**src/rtl/cam_analyzer_pkg.sv**
```systemverilog
// Shared codes for the camera frame analyzer: colour and figure encodings,
// controller states and the fill-ratio thresholds (eighths).
package cam_analyzer_pkg;

    typedef enum logic [1:0] {
        COL_NONE  = 2'd0,
        COL_RED   = 2'd1,
        COL_GREEN = 2'd2,
        COL_BLUE  = 2'd3
    } color_e;

    typedef enum logic [1:0] {
        FIG_NONE = 2'd0,
        FIG_TRI  = 2'd1,
        FIG_CIRC = 2'd2,
        FIG_SQR  = 2'd3
    } figure_e;

    typedef enum logic [2:0] {
        ST_IDLE   = 3'd0,
        ST_SCAN   = 3'd1,
        ST_DRAIN  = 3'd2,
        ST_AREA   = 3'd3,
        ST_DECIDE = 3'd4,
        ST_DONE   = 3'd5
    } state_e;

    // Fill ratio thresholds expressed as NUM/8 of the bounding-box area.
    localparam int unsigned FILL_DEN_SHIFT = 3;
    localparam int unsigned FILL_SQR_NUM   = 7;
    localparam int unsigned FILL_CIRC_NUM  = 5;

endpackage

```
**src/rtl/cam_frame_analyzer_pixel_classifier.sv**
```systemverilog
// Per-pixel dominant-colour classifier: splits {R,G,B}, compares each channel
// against the other two plus a margin, and registers the class with a valid flag.
module pixel_classifier
    import cam_analyzer_pkg::*;
#(
    parameter int CH_BITS = 4,
    parameter int DW      = 12,
    parameter int MARGIN  = 3
) (
    input  logic          clk,
    input  logic          rst,
    input  logic [DW-1:0] pix,
    input  logic          valid,
    output logic [1:0]    cls,
    output logic          cls_valid
);

    localparam logic [CH_BITS:0] MARGIN_E = (CH_BITS+1)'(MARGIN);

    logic [CH_BITS:0] r_s, g_s, b_s;
    logic [CH_BITS:0] r_m_s, g_m_s, b_m_s;
    color_e           cls_s;

    assign r_s   = {1'b0, pix[3*CH_BITS-1 -: CH_BITS]};
    assign g_s   = {1'b0, pix[2*CH_BITS-1 -: CH_BITS]};
    assign b_s   = {1'b0, pix[CH_BITS-1:0]};
    // One extra bit keeps channel+margin from wrapping.
    assign r_m_s = r_s + MARGIN_E;
    assign g_m_s = g_s + MARGIN_E;
    assign b_m_s = b_s + MARGIN_E;

    // Margin comparison selecting at most one dominant channel.
    always_comb begin
        cls_s = COL_NONE;
        if (r_s > g_m_s && r_s > b_m_s) begin
            cls_s = COL_RED;
        end else if (g_s > r_m_s && g_s > b_m_s) begin
            cls_s = COL_GREEN;
        end else if (b_s > r_m_s && b_s > g_m_s) begin
            cls_s = COL_BLUE;
        end else begin
            cls_s = COL_NONE;
        end
    end

    // Registered classification result.
    always_ff @(posedge clk or negedge rst) begin
        if (!rst) begin
            cls       <= 2'd0;
            cls_valid <= 1'b0;
        end else begin
            cls       <= cls_s;
            cls_valid <= valid;
        end
    end

endmodule

```
**src/rtl/cam_frame_analyzer.sv**
```systemverilog
// Camera frame analyzer: scans the frame buffer, accumulates colour counts and a
// bounding box, then classifies the figure. Optional window: CAM_FRAME_ANALYZER_ROI_EN.
module cam_frame_analyzer
    import cam_analyzer_pkg::*;
#(
    parameter int FRAME_W = 160,
    parameter int FRAME_H = 120,
    parameter int AW      = 15,
    parameter int CH_BITS = 4,
    parameter int DW      = 12,
    parameter int MARGIN  = 3,
    parameter int MIN_PIX = 64
) (
    input  logic          clk,
    input  logic          rst,
    input  logic          init,
`ifdef CAM_FRAME_ANALYZER_ROI_EN
    input  logic [9:0]    roi_x0,
    input  logic [9:0]    roi_x1,
    input  logic [9:0]    roi_y0,
    input  logic [9:0]    roi_y1,
`endif
    output logic [AW-1:0] mem_addr,
    input  logic [DW-1:0] mem_data,
    output logic          busy,
    output logic          done,
    output logic [1:0]    color,
    output logic [1:0]    figure,
    output logic [AW-1:0] pix_count
);

    localparam int              CW      = 2*AW + 3;
    localparam logic [AW-1:0]   ZERO_A  = {AW{1'b0}};
    localparam logic [AW-1:0]   ONE_A   = {{(AW-1){1'b0}}, 1'b1};
    localparam logic [AW-1:0]   CNT_MAX = {AW{1'b1}};
    localparam logic [AW-1:0]   FW_A    = AW'(FRAME_W);
    localparam logic [AW-1:0]   XMAX_A  = AW'(FRAME_W - 1);
    localparam logic [AW-1:0]   YMAX_A  = AW'(FRAME_H - 1);
    localparam logic [AW-1:0]   MIN_A   = AW'(MIN_PIX);
    localparam logic [CW-1:0]   SQR_K   = CW'(FILL_SQR_NUM);
    localparam logic [CW-1:0]   CIRC_K  = CW'(FILL_CIRC_NUM);

    state_e          state_r;
    logic            accept_s;
    logic            scan_last_s;
    logic [AW-1:0]   x_r, y_r, nx_s, ny_s;
    logic [AW-1:0]   x1_r, y1_r, x2_r, y2_r;
    logic            v1_r;
    logic [1:0]      cls_s;
    logic            cls_valid_s;
    logic [AW-1:0]   cnt_red_r, cnt_green_r, cnt_blue_r;
    logic [AW-1:0]   xmin_r, xmax_r, ymin_r, ymax_r;
    color_e          dom_col_s, dom_col_r;
    logic [AW-1:0]   dom_cnt_s, dom_cnt_r;
    logic [AW-1:0]   dx_s, dy_s;
    logic [2*AW-1:0] area_s, area_r;
    logic [CW-1:0]   fill_lhs_s, sqr_rhs_s, circ_rhs_s;
    figure_e         fig_s;
    logic [AW-1:0]   win_x0_s, win_x1_s, win_y0_s, win_y1_s;
    logic [AW-1:0]   start_x_s, start_y_s;
    logic            win_empty_s;

`ifdef CAM_FRAME_ANALYZER_ROI_EN
    logic [AW-1:0]   roi_x0_r, roi_x1_r, roi_y0_r, roi_y1_r;

    assign start_x_s   = AW'(roi_x0);
    assign start_y_s   = AW'(roi_y0);
    assign win_empty_s = (roi_x1 < roi_x0) || (roi_y1 < roi_y0);
    assign win_x0_s    = roi_x0_r;
    assign win_x1_s    = roi_x1_r;
    assign win_y0_s    = roi_y0_r;
    assign win_y1_s    = roi_y1_r;

    // Window bounds are captured once per frame at init acceptance.
    always_ff @(posedge clk or negedge rst) begin
        if (!rst) begin
            roi_x0_r <= ZERO_A;
            roi_x1_r <= ZERO_A;
            roi_y0_r <= ZERO_A;
            roi_y1_r <= ZERO_A;
        end else if (accept_s) begin
            roi_x0_r <= AW'(roi_x0);
            roi_x1_r <= AW'(roi_x1);
            roi_y0_r <= AW'(roi_y0);
            roi_y1_r <= AW'(roi_y1);
        end
    end
`else
    assign start_x_s   = ZERO_A;
    assign start_y_s   = ZERO_A;
    assign win_empty_s = 1'b0;
    assign win_x0_s    = ZERO_A;
    assign win_x1_s    = XMAX_A;
    assign win_y0_s    = ZERO_A;
    assign win_y1_s    = YMAX_A;
`endif

    assign accept_s    = init && (state_r == ST_IDLE || state_r == ST_DONE);
    assign scan_last_s = (x_r == win_x1_s) && (y_r == win_y1_s);

    // Raster-order successor of the current scan coordinate.
    always_comb begin
        nx_s = x_r;
        ny_s = y_r;
        if (x_r == win_x1_s) begin
            nx_s = win_x0_s;
            ny_s = y_r + ONE_A;
        end else begin
            nx_s = x_r + ONE_A;
            ny_s = y_r;
        end
    end

    // Coordinates and valid follow the read data through memory and classifier.
    always_ff @(posedge clk or negedge rst) begin
        if (!rst) begin
            v1_r <= 1'b0;
            x1_r <= ZERO_A;
            y1_r <= ZERO_A;
            x2_r <= ZERO_A;
            y2_r <= ZERO_A;
        end else begin
            v1_r <= (state_r == ST_SCAN);
            x1_r <= x_r;
            y1_r <= y_r;
            x2_r <= x1_r;
            y2_r <= y1_r;
        end
    end

    pixel_classifier #(
        .CH_BITS (CH_BITS),
        .DW      (DW),
        .MARGIN  (MARGIN)
    ) u_classifier (
        .clk       (clk),
        .rst       (rst),
        .pix       (mem_data),
        .valid     (v1_r),
        .cls       (cls_s),
        .cls_valid (cls_valid_s)
    );

    // Per-colour saturating counters and the shared bounding box.
    always_ff @(posedge clk or negedge rst) begin
        if (!rst) begin
            cnt_red_r   <= ZERO_A;
            cnt_green_r <= ZERO_A;
            cnt_blue_r  <= ZERO_A;
            xmin_r      <= XMAX_A;
            ymin_r      <= YMAX_A;
            xmax_r      <= ZERO_A;
            ymax_r      <= ZERO_A;
        end else if (accept_s) begin
            cnt_red_r   <= ZERO_A;
            cnt_green_r <= ZERO_A;
            cnt_blue_r  <= ZERO_A;
            xmin_r      <= XMAX_A;
            ymin_r      <= YMAX_A;
            xmax_r      <= ZERO_A;
            ymax_r      <= ZERO_A;
        end else if (cls_valid_s && cls_s != COL_NONE) begin
            case (cls_s)
                COL_RED:   cnt_red_r   <= (cnt_red_r   == CNT_MAX) ? cnt_red_r   : cnt_red_r   + ONE_A;
                COL_GREEN: cnt_green_r <= (cnt_green_r == CNT_MAX) ? cnt_green_r : cnt_green_r + ONE_A;
                COL_BLUE:  cnt_blue_r  <= (cnt_blue_r  == CNT_MAX) ? cnt_blue_r  : cnt_blue_r  + ONE_A;
                default:   cnt_red_r   <= cnt_red_r;
            endcase
            if (x2_r < xmin_r) xmin_r <= x2_r;
            if (x2_r > xmax_r) xmax_r <= x2_r;
            if (y2_r < ymin_r) ymin_r <= y2_r;
            if (y2_r > ymax_r) ymax_r <= y2_r;
        end
    end

    // Dominant colour (ties favour red, then green) and bounding-box area.
    always_comb begin
        dom_col_s = COL_RED;
        dom_cnt_s = cnt_red_r;
        if (cnt_red_r >= cnt_green_r && cnt_red_r >= cnt_blue_r) begin
            dom_col_s = COL_RED;
            dom_cnt_s = cnt_red_r;
        end else if (cnt_green_r >= cnt_blue_r) begin
            dom_col_s = COL_GREEN;
            dom_cnt_s = cnt_green_r;
        end else begin
            dom_col_s = COL_BLUE;
            dom_cnt_s = cnt_blue_r;
        end
        dx_s   = xmax_r - xmin_r + ONE_A;
        dy_s   = ymax_r - ymin_r + ONE_A;
        area_s = {{AW{1'b0}}, dx_s} * {{AW{1'b0}}, dy_s};
    end

    // Fill-ratio classification: 8*count against 7*area and 5*area.
    always_comb begin
        fill_lhs_s = CW'(dom_cnt_r) << FILL_DEN_SHIFT;
        sqr_rhs_s  = CW'(area_r) * SQR_K;
        circ_rhs_s = CW'(area_r) * CIRC_K;
        fig_s      = FIG_TRI;
        if (fill_lhs_s >= sqr_rhs_s) begin
            fig_s = FIG_SQR;
        end else if (fill_lhs_s >= circ_rhs_s) begin
            fig_s = FIG_CIRC;
        end else begin
            fig_s = FIG_TRI;
        end
    end

    // Control FSM with registered address, status and result outputs.
    always_ff @(posedge clk or negedge rst) begin
        if (!rst) begin
            state_r   <= ST_IDLE;
            x_r       <= ZERO_A;
            y_r       <= ZERO_A;
            mem_addr  <= ZERO_A;
            busy      <= 1'b0;
            done      <= 1'b0;
            color     <= 2'd0;
            figure    <= 2'd0;
            pix_count <= ZERO_A;
            dom_col_r <= COL_NONE;
            dom_cnt_r <= ZERO_A;
            area_r    <= {(2*AW){1'b0}};
        end else begin
            case (state_r)
                ST_IDLE, ST_DONE: begin
                    if (accept_s) begin
                        busy      <= 1'b1;
                        done      <= 1'b0;
                        dom_cnt_r <= ZERO_A;
                        x_r       <= start_x_s;
                        y_r       <= start_y_s;
                        if (win_empty_s) begin
                            state_r <= ST_DECIDE;
                        end else begin
                            mem_addr <= start_y_s * FW_A + start_x_s;
                            state_r  <= ST_SCAN;
                        end
                    end
                end
                ST_SCAN: begin
                    if (scan_last_s) begin
                        mem_addr <= ZERO_A;
                        state_r  <= ST_DRAIN;
                    end else begin
                        x_r      <= nx_s;
                        y_r      <= ny_s;
                        mem_addr <= ny_s * FW_A + nx_s;
                    end
                end
                // Leave once the last read word has entered the classifier.
                ST_DRAIN: begin
                    if (!v1_r) state_r <= ST_AREA;
                end
                ST_AREA: begin
                    dom_col_r <= dom_col_s;
                    dom_cnt_r <= dom_cnt_s;
                    area_r    <= area_s;
                    state_r   <= ST_DECIDE;
                end
                ST_DECIDE: begin
                    pix_count <= dom_cnt_r;
                    if (dom_cnt_r < MIN_A) begin
                        color  <= COL_NONE;
                        figure <= FIG_NONE;
                    end else begin
                        color  <= dom_col_r;
                        figure <= fig_s;
                    end
                    busy    <= 1'b0;
                    done    <= 1'b1;
                    state_r <= ST_DONE;
                end
                default: begin
                    state_r  <= ST_IDLE;
                    mem_addr <= ZERO_A;
                    busy     <= 1'b0;
                end
            endcase
        end
    end

endmodule

```
**config.mk**
```make
export PLATFORM = sky130hd
export DESIGN_NAME = cam_frame_analyzer
export DESIGN_NICKNAME = d
export VERILOG_FILES = /design/src/rtl/cam_analyzer_pkg.sv /design/src/rtl/cam_frame_analyzer_pixel_classifier.sv /design/src/rtl/cam_frame_analyzer.sv
export SDC_FILE = /design/constraint.sdc
export NUM_CORES = 2
export LEC_CHECK = 0
export CORE_MARGIN = 4
export CORE_UTILIZATION = 30
export DETAILED_ROUTE_END_ITERATION = 7
export PLACE_DENSITY = 0.46
export SYNTH_ARGS = -nofsm -noshare
export SYNTH_HDL_FRONTEND = slang
export SYNTH_SLANG_ARGS = --single-unit
```
**constraint.sdc**
```tcl
create_clock -name clk -period 8.9 [get_ports clk]
set_input_delay 1.78 -clock clk [delete_from_list [all_inputs] [get_ports clk]]
set_output_delay 1.78 -clock clk [all_outputs]
set_load 0.05 [all_outputs]
```
; Word-level counts from Yosys, hierarchy flattened
; Cells that the tools add are included.
[word_totals]
inputBits = 15
regBits = 285
elab_cells = 171
[op_classes]
mux = 53
multipliers = 4
bitwise_logic = 2
n_reduce_logical = 37
eq_ne = 20
magnitude_cmp = 16
add_sub_neg = 13
[ops]
columns = op, n
row1 = $mux W15, 32
row2 = $add A15 B1 Y15 const B, 7
row3 = $pmux W15 S2, 3
row4 = $ge A18 B33 Y1, 2
row5 = $mul A30 B3 Y33 const B, 2
row6 = $eq A15 B15 Y1 const B, 3
row7 = $ge A15 B15 Y1, 3
row8 = $pmux W15 S3, 1
row9 = $gt A15 B15 Y1, 2
row10 = $gt A4 B5 Y1, 6
row11 = $lt A15 B15 Y1, 2
row12 = $mul A15 B15 Y30, 1
row13 = $sub A15 B15 Y15, 2
row14 = $reduce_bool A2 Y1, 12
row15 = $mux W2, 8
row16 = $reduce_and A2 Y1, 8
row17 = $add A15 B15 Y15, 1
row18 = $add A4 B2 Y5 const B, 3
row19 = $eq A15 B7 Y1 const B, 1
row20 = $eq A15 B8 Y1 const B, 1
row21 = $lt A15 B7 Y1 const B, 1
row22 = $mul A15 B3 Y10 const B, 1
row23 = $pmux W3 S5, 1
row24 = $reduce_and A3 Y1, 5
row25 = other kinds (15), 37

; Longest topological paths before layout
[depth]
word_depth = 6
depth_mapped = 38

; Cells and area by module
; A second synthesis with hierarchy kept.
[hier_totals]
cells_unflattened = 3144
hier_area_um2 = 28657.5
[modules_own_cells]
columns = module, n_inst, seq_area_each_um2, cells_each, area_each_um2
row1 = cam_frame_analyzer, 1, 7071.8, 3061, 27985.6
row2 = pixel_classifier, 1, 75.1, 83, 671.9

; Least setup slack after synthesis
; No wires, ideal clock.
[synth_timing]
path_type = register to register
start = reg ymin_r[2]
end = reg area_r[28]
setup_ps = 133
slack_ps = 281
t_arrival_ps = 8486
path_stages_with_launch = 33
n_path_buf = 0
path_cell_list = dfstp_2 -> inv_1 -> ha_1 -> fa_1 -> a21o_1 -> a21oi_1 -> o21bai_1 -> a21oi_1 -> nor2b_1 -> o21a_1 -> o31a_1 -> o41ai_1 -> xnor2_1 -> nand2_1 -> fa_1 -> fa_1 -> inv_1 -> fa_1 -> fa_1 -> fa_1 -> inv_1 -> fa_1 -> inv_1 -> ha_1 -> and3_1 -> and3_1 -> a21oi_1 -> o21ai_0 -> o31ai_1 -> o21ai_0 -> a21oi_1 -> xor2_1 -> o21ai_0
[synth_between]
elab_chain_len = 3
[synth_lines]
columns = item, line
row1 = start: declaration, cam_frame_analyzer.sv:52  ; logic [AW-1:0] xmin_r, xmax_r, ymin_r, ymax_r;
row2 = start signal: assignment, cam_frame_analyzer.sv:171  ; if (y2_r < ymin_r) ymin_r <= y2_r;
row3 = $sub A15 B15 Y15, cam_frame_analyzer.sv:191  ; dy_s = ymax_r - ymin_r + ONE_A;
row4 = $add A15 B1 Y15, cam_frame_analyzer.sv:191
row5 = $mul A15 B15 Y30, cam_frame_analyzer.sv:192  ; area_s = {{AW{1'b0}}, dx_s} * {{AW{1'b0}}, dy_s};
row6 = end signal: assignment, cam_frame_analyzer.sv:224  ; area_r <= {(2*AW){1'b0}};
row7 = end signal: assignment, cam_frame_analyzer.sv:259  ; area_r <= area_s;
row8 = end: declaration, cam_frame_analyzer.sv:56  ; logic [2*AW-1:0] area_s, area_r;
; Every way passes these cells.
; A chain may end at the register's enable or synchronous reset.

; Worst setup path in the final report
[layout_timing]
start = reg ymin_r[0]
end = reg area_r[25]
; The elaborated chain is that of the path after synthesis.

==> results.md <==
- Status: finished, final reports clean
- Worst Setup Start Kind: flop
- Vias: 23000
- Iteration-0 DRC Markers: between 1000 and 1500
- Routability cong.: 0.844
- CP most frequent cell: fa_1
- Rel. slew slack: 14.9%
- Clock transition at path regs: 60 ps
- Post-route ant nets: 0
- Net total in the final layout: 3954
- Clock Latency Late Sink: just under 600 ps
- CP peak stage delay: 550 ps
- FP Rows: around 110
- Syn_nets: 3905
- Smallest hold slack: 317 ps
- Worst Setup End Kind: flop
- Fin. max-slew vios: 0
- FMAX: 118 MHz
- Initial core utilization: a little over 30%
- Pin count of the biggest net entering global routing: 129
- Final Setup Violations: 0
- PortBufs: 50
- H-tree Lvls: 2
- Worst-Margin Slew: 1270 ps
- Post-Syn Instances: 3267
- TritonCTS clock tree: done
- Synthesized flop and latch total: 285
- Pre-Repair DR Iteration Count: 5
- Critical-path maximum fanout: 7
- Final hold violations: 0
- Max_cap viols: 0
- Post-synth EDFFs: 0
- Vias in the first global route: 23200
- Wirelength per Cell: 17.9 um
- Clock Tree Buf Depth: 3
- Hpwl dp: 63800 um
- WS Path Type: flop to flop
- Overflow after GRT: 0
- Worst Skew: roughly 40 ps
- Ys async rst share: 100%
- Tmin final: 8470 ps
- Crit path DAT: 8890 ps
- Synth unique cells: 81
- # diodes: 0
- Synth Flop Type: dfrtp_1
- Core area: 96700 um2
- Die span in y: roughly 320 um
- Finished Layout Cells: roughly 4600
- Initial antenna violation count: 2
- Total Wirelength: 82700 um
- Seq/Total Area, Yosys: approximately a quarter
- Final worst path period share: between 90% and 100%
- Share of layout cells above drive strength 1: 5.92%
- Total die area: 103000 um2
- Most frequent cells in the layout: ha_1 (419), inv_1 (350), nand2_1 (321), dfrtp_1 (273), nor2_1 (206)
- Slowest cell on the critical path: fa_1
- Setup Total Neg Slack: 0 ps
- Mapped Avg Cell Area: 8.96 um2
- Vias per cell: roughly 5.0
- Die width: 320 um
- Most common cell after layout, fill and taps aside: ha_1
- Cts hold-fix bufs: 0
- Min-Delay Path Class: flop to flop
- Top-Level Pins: 51
- Synth Cell Area: about 29000 um2
- Area delta synth->final: 13.0%
- Data required time of the worst path: between 9000 and 10000 ps
- Gr usage total: 16.0%
- Yosys warning count: 0
- Clk Tree Root Cell: clkbuf_16
- Drt drc: 0
- TritonCTS Buffers: 38
- Clk sink count: 285
- Cells after DPL: around 4500
- First-pass GRT wire length: 133000 um
-- worst max-delay path, delay by kind of cell (launching register included) --
kind            cells  cell delay, ps
xor+xnor            2             280
compound gates     13            2480
flops               1             520
simple gates        3             280
buf+inv             5             620
fa+ha+maj          10            4150
-- stage by stage --
stage,area (um2),setup WS (ps),utilization [%]
2_1_floorplan,29300,281,-
3_3_place_gp,31500,123,32.6
3_5_place_dp,31500,129,32.6
4_1_cts,32900,79.9,34.1
5_1_grt,33100,-17.3,34.2
6_report,33100,430,34.2
-- area by class of cell --
cell class / count / area, um2
fill: 10100 / 63600
multi-input combinational: 2522 / 20600
sequential: 285 / 7150
tap: 1276 / 1600
inverter: 351 / 1320
clock buffer: 49 / 1040
timing repair buffer: 118 / 1030
clock inverter: 20 / 389
-- synthesized netlist by cell type, types with 31 or more instances --
master | n | area, um2
ha_1 | 421 | 5270
inv_1 | 350 | 1310
nand2_1 | 322 | 1210
dfrtp_1 | 273 | 6830
nor2_1 | 207 | 777
fa_1 | 202 | 4040
a21oi_1 | 170 | 851
o21ai_0 | 153 | 766
nand3_1 | 150 | 751
xnor2_1 | 116 | 1020
clkbuf_1 | 103 | 387
and2_1 | 84 | 526
a21o_1 | 72 | 541
xor2_1 | 64 | 561
nand4_1 | 58 | 363
o211ai_1 | 58 | 435
nor3_1 | 45 | 225
o21a_1 | 34 | 255
mux2i_1 | 32 | 320
nand2b_1 | 31 | 194
-- sequential cells by signal, summed over array words and instances (netlist names), 3 cells and up --
signal and cells:
cnt_red_r 15, y1_r 15, x_r 15, x2_r 15
xmax_r 15, cnt_green_r 15, dom_cnt_r 15, state_r 3
area_r 30, pix_count 15, ymax_r 15, ymin_r 15
mem_addr 15, y_r 15, x1_r 15, y2_r 15
xmin_r 15, cnt_blue_r 15
-- worst paths after layout --
kind / cells after the start / start / to / slack (ps)
min: 0 / y1_r[0]$_DFF_PN0_ / y2_r[0]$_DFF_PN0_ / 320
max in group asynchronous: 2 / rst / area_r[24]$_DFFE_PN0P_ / 6360
min reg2reg: 0 / y1_r[0]$_DFF_PN0_ / y2_r[0]$_DFF_PN0_ / 320
max: 33 / ymin_r[0]$_DFFE_PN1P_ / area_r[25]$_DFFE_PN0P_ / 430
min in group asynchronous: 1 / rst / mem_addr[14]$_DFFE_PN0P_ / 1260
max reg2reg: 33 / ymin_r[0]$_DFFE_PN1P_ / area_r[25]$_DFFE_PN0P_ / 430
-- routing by layer --
| layer | vias up | wire length [um] | global-route usage, % |
|---|---|---|---|
| li1 | 11400 | - | - |
| met1 | 11100 | 41300 | 23.4 |
| met2 | 372 | 37300 | 25.7 |
| met3 | 93 | 2630 | 1.72 |
| met4 | 0 | 1520 | 3.23 |
| met5 | - | 0 | 0 |
-- timing repair --
item | 4_1_cts | 5_1_grt
setup buffers | 0 | 3
hold endpoints to repair | 0 | 0
gates resized for setup | 0 | 30
setup endpoints to repair | 0 | 10
-- logic make-up after synthesis --
logic type / Yosys count / synth area share, %
AO/OA/AOI/OAI: 663 / 14.5
XOR/XNOR: 180 / 5.38
adder cells (fa/ha/maj): 623 / 31.8
buffers and inverters: 460 / 5.94
flip-flops: 285 / 24.4
multiplexers: 33 / 1.13
AND/OR/NAND/NOR: 1023 / 16.8
Power is not shown: default switching activity piles up to over one toggle a cycle in this logic, so the estimate is an artifact.
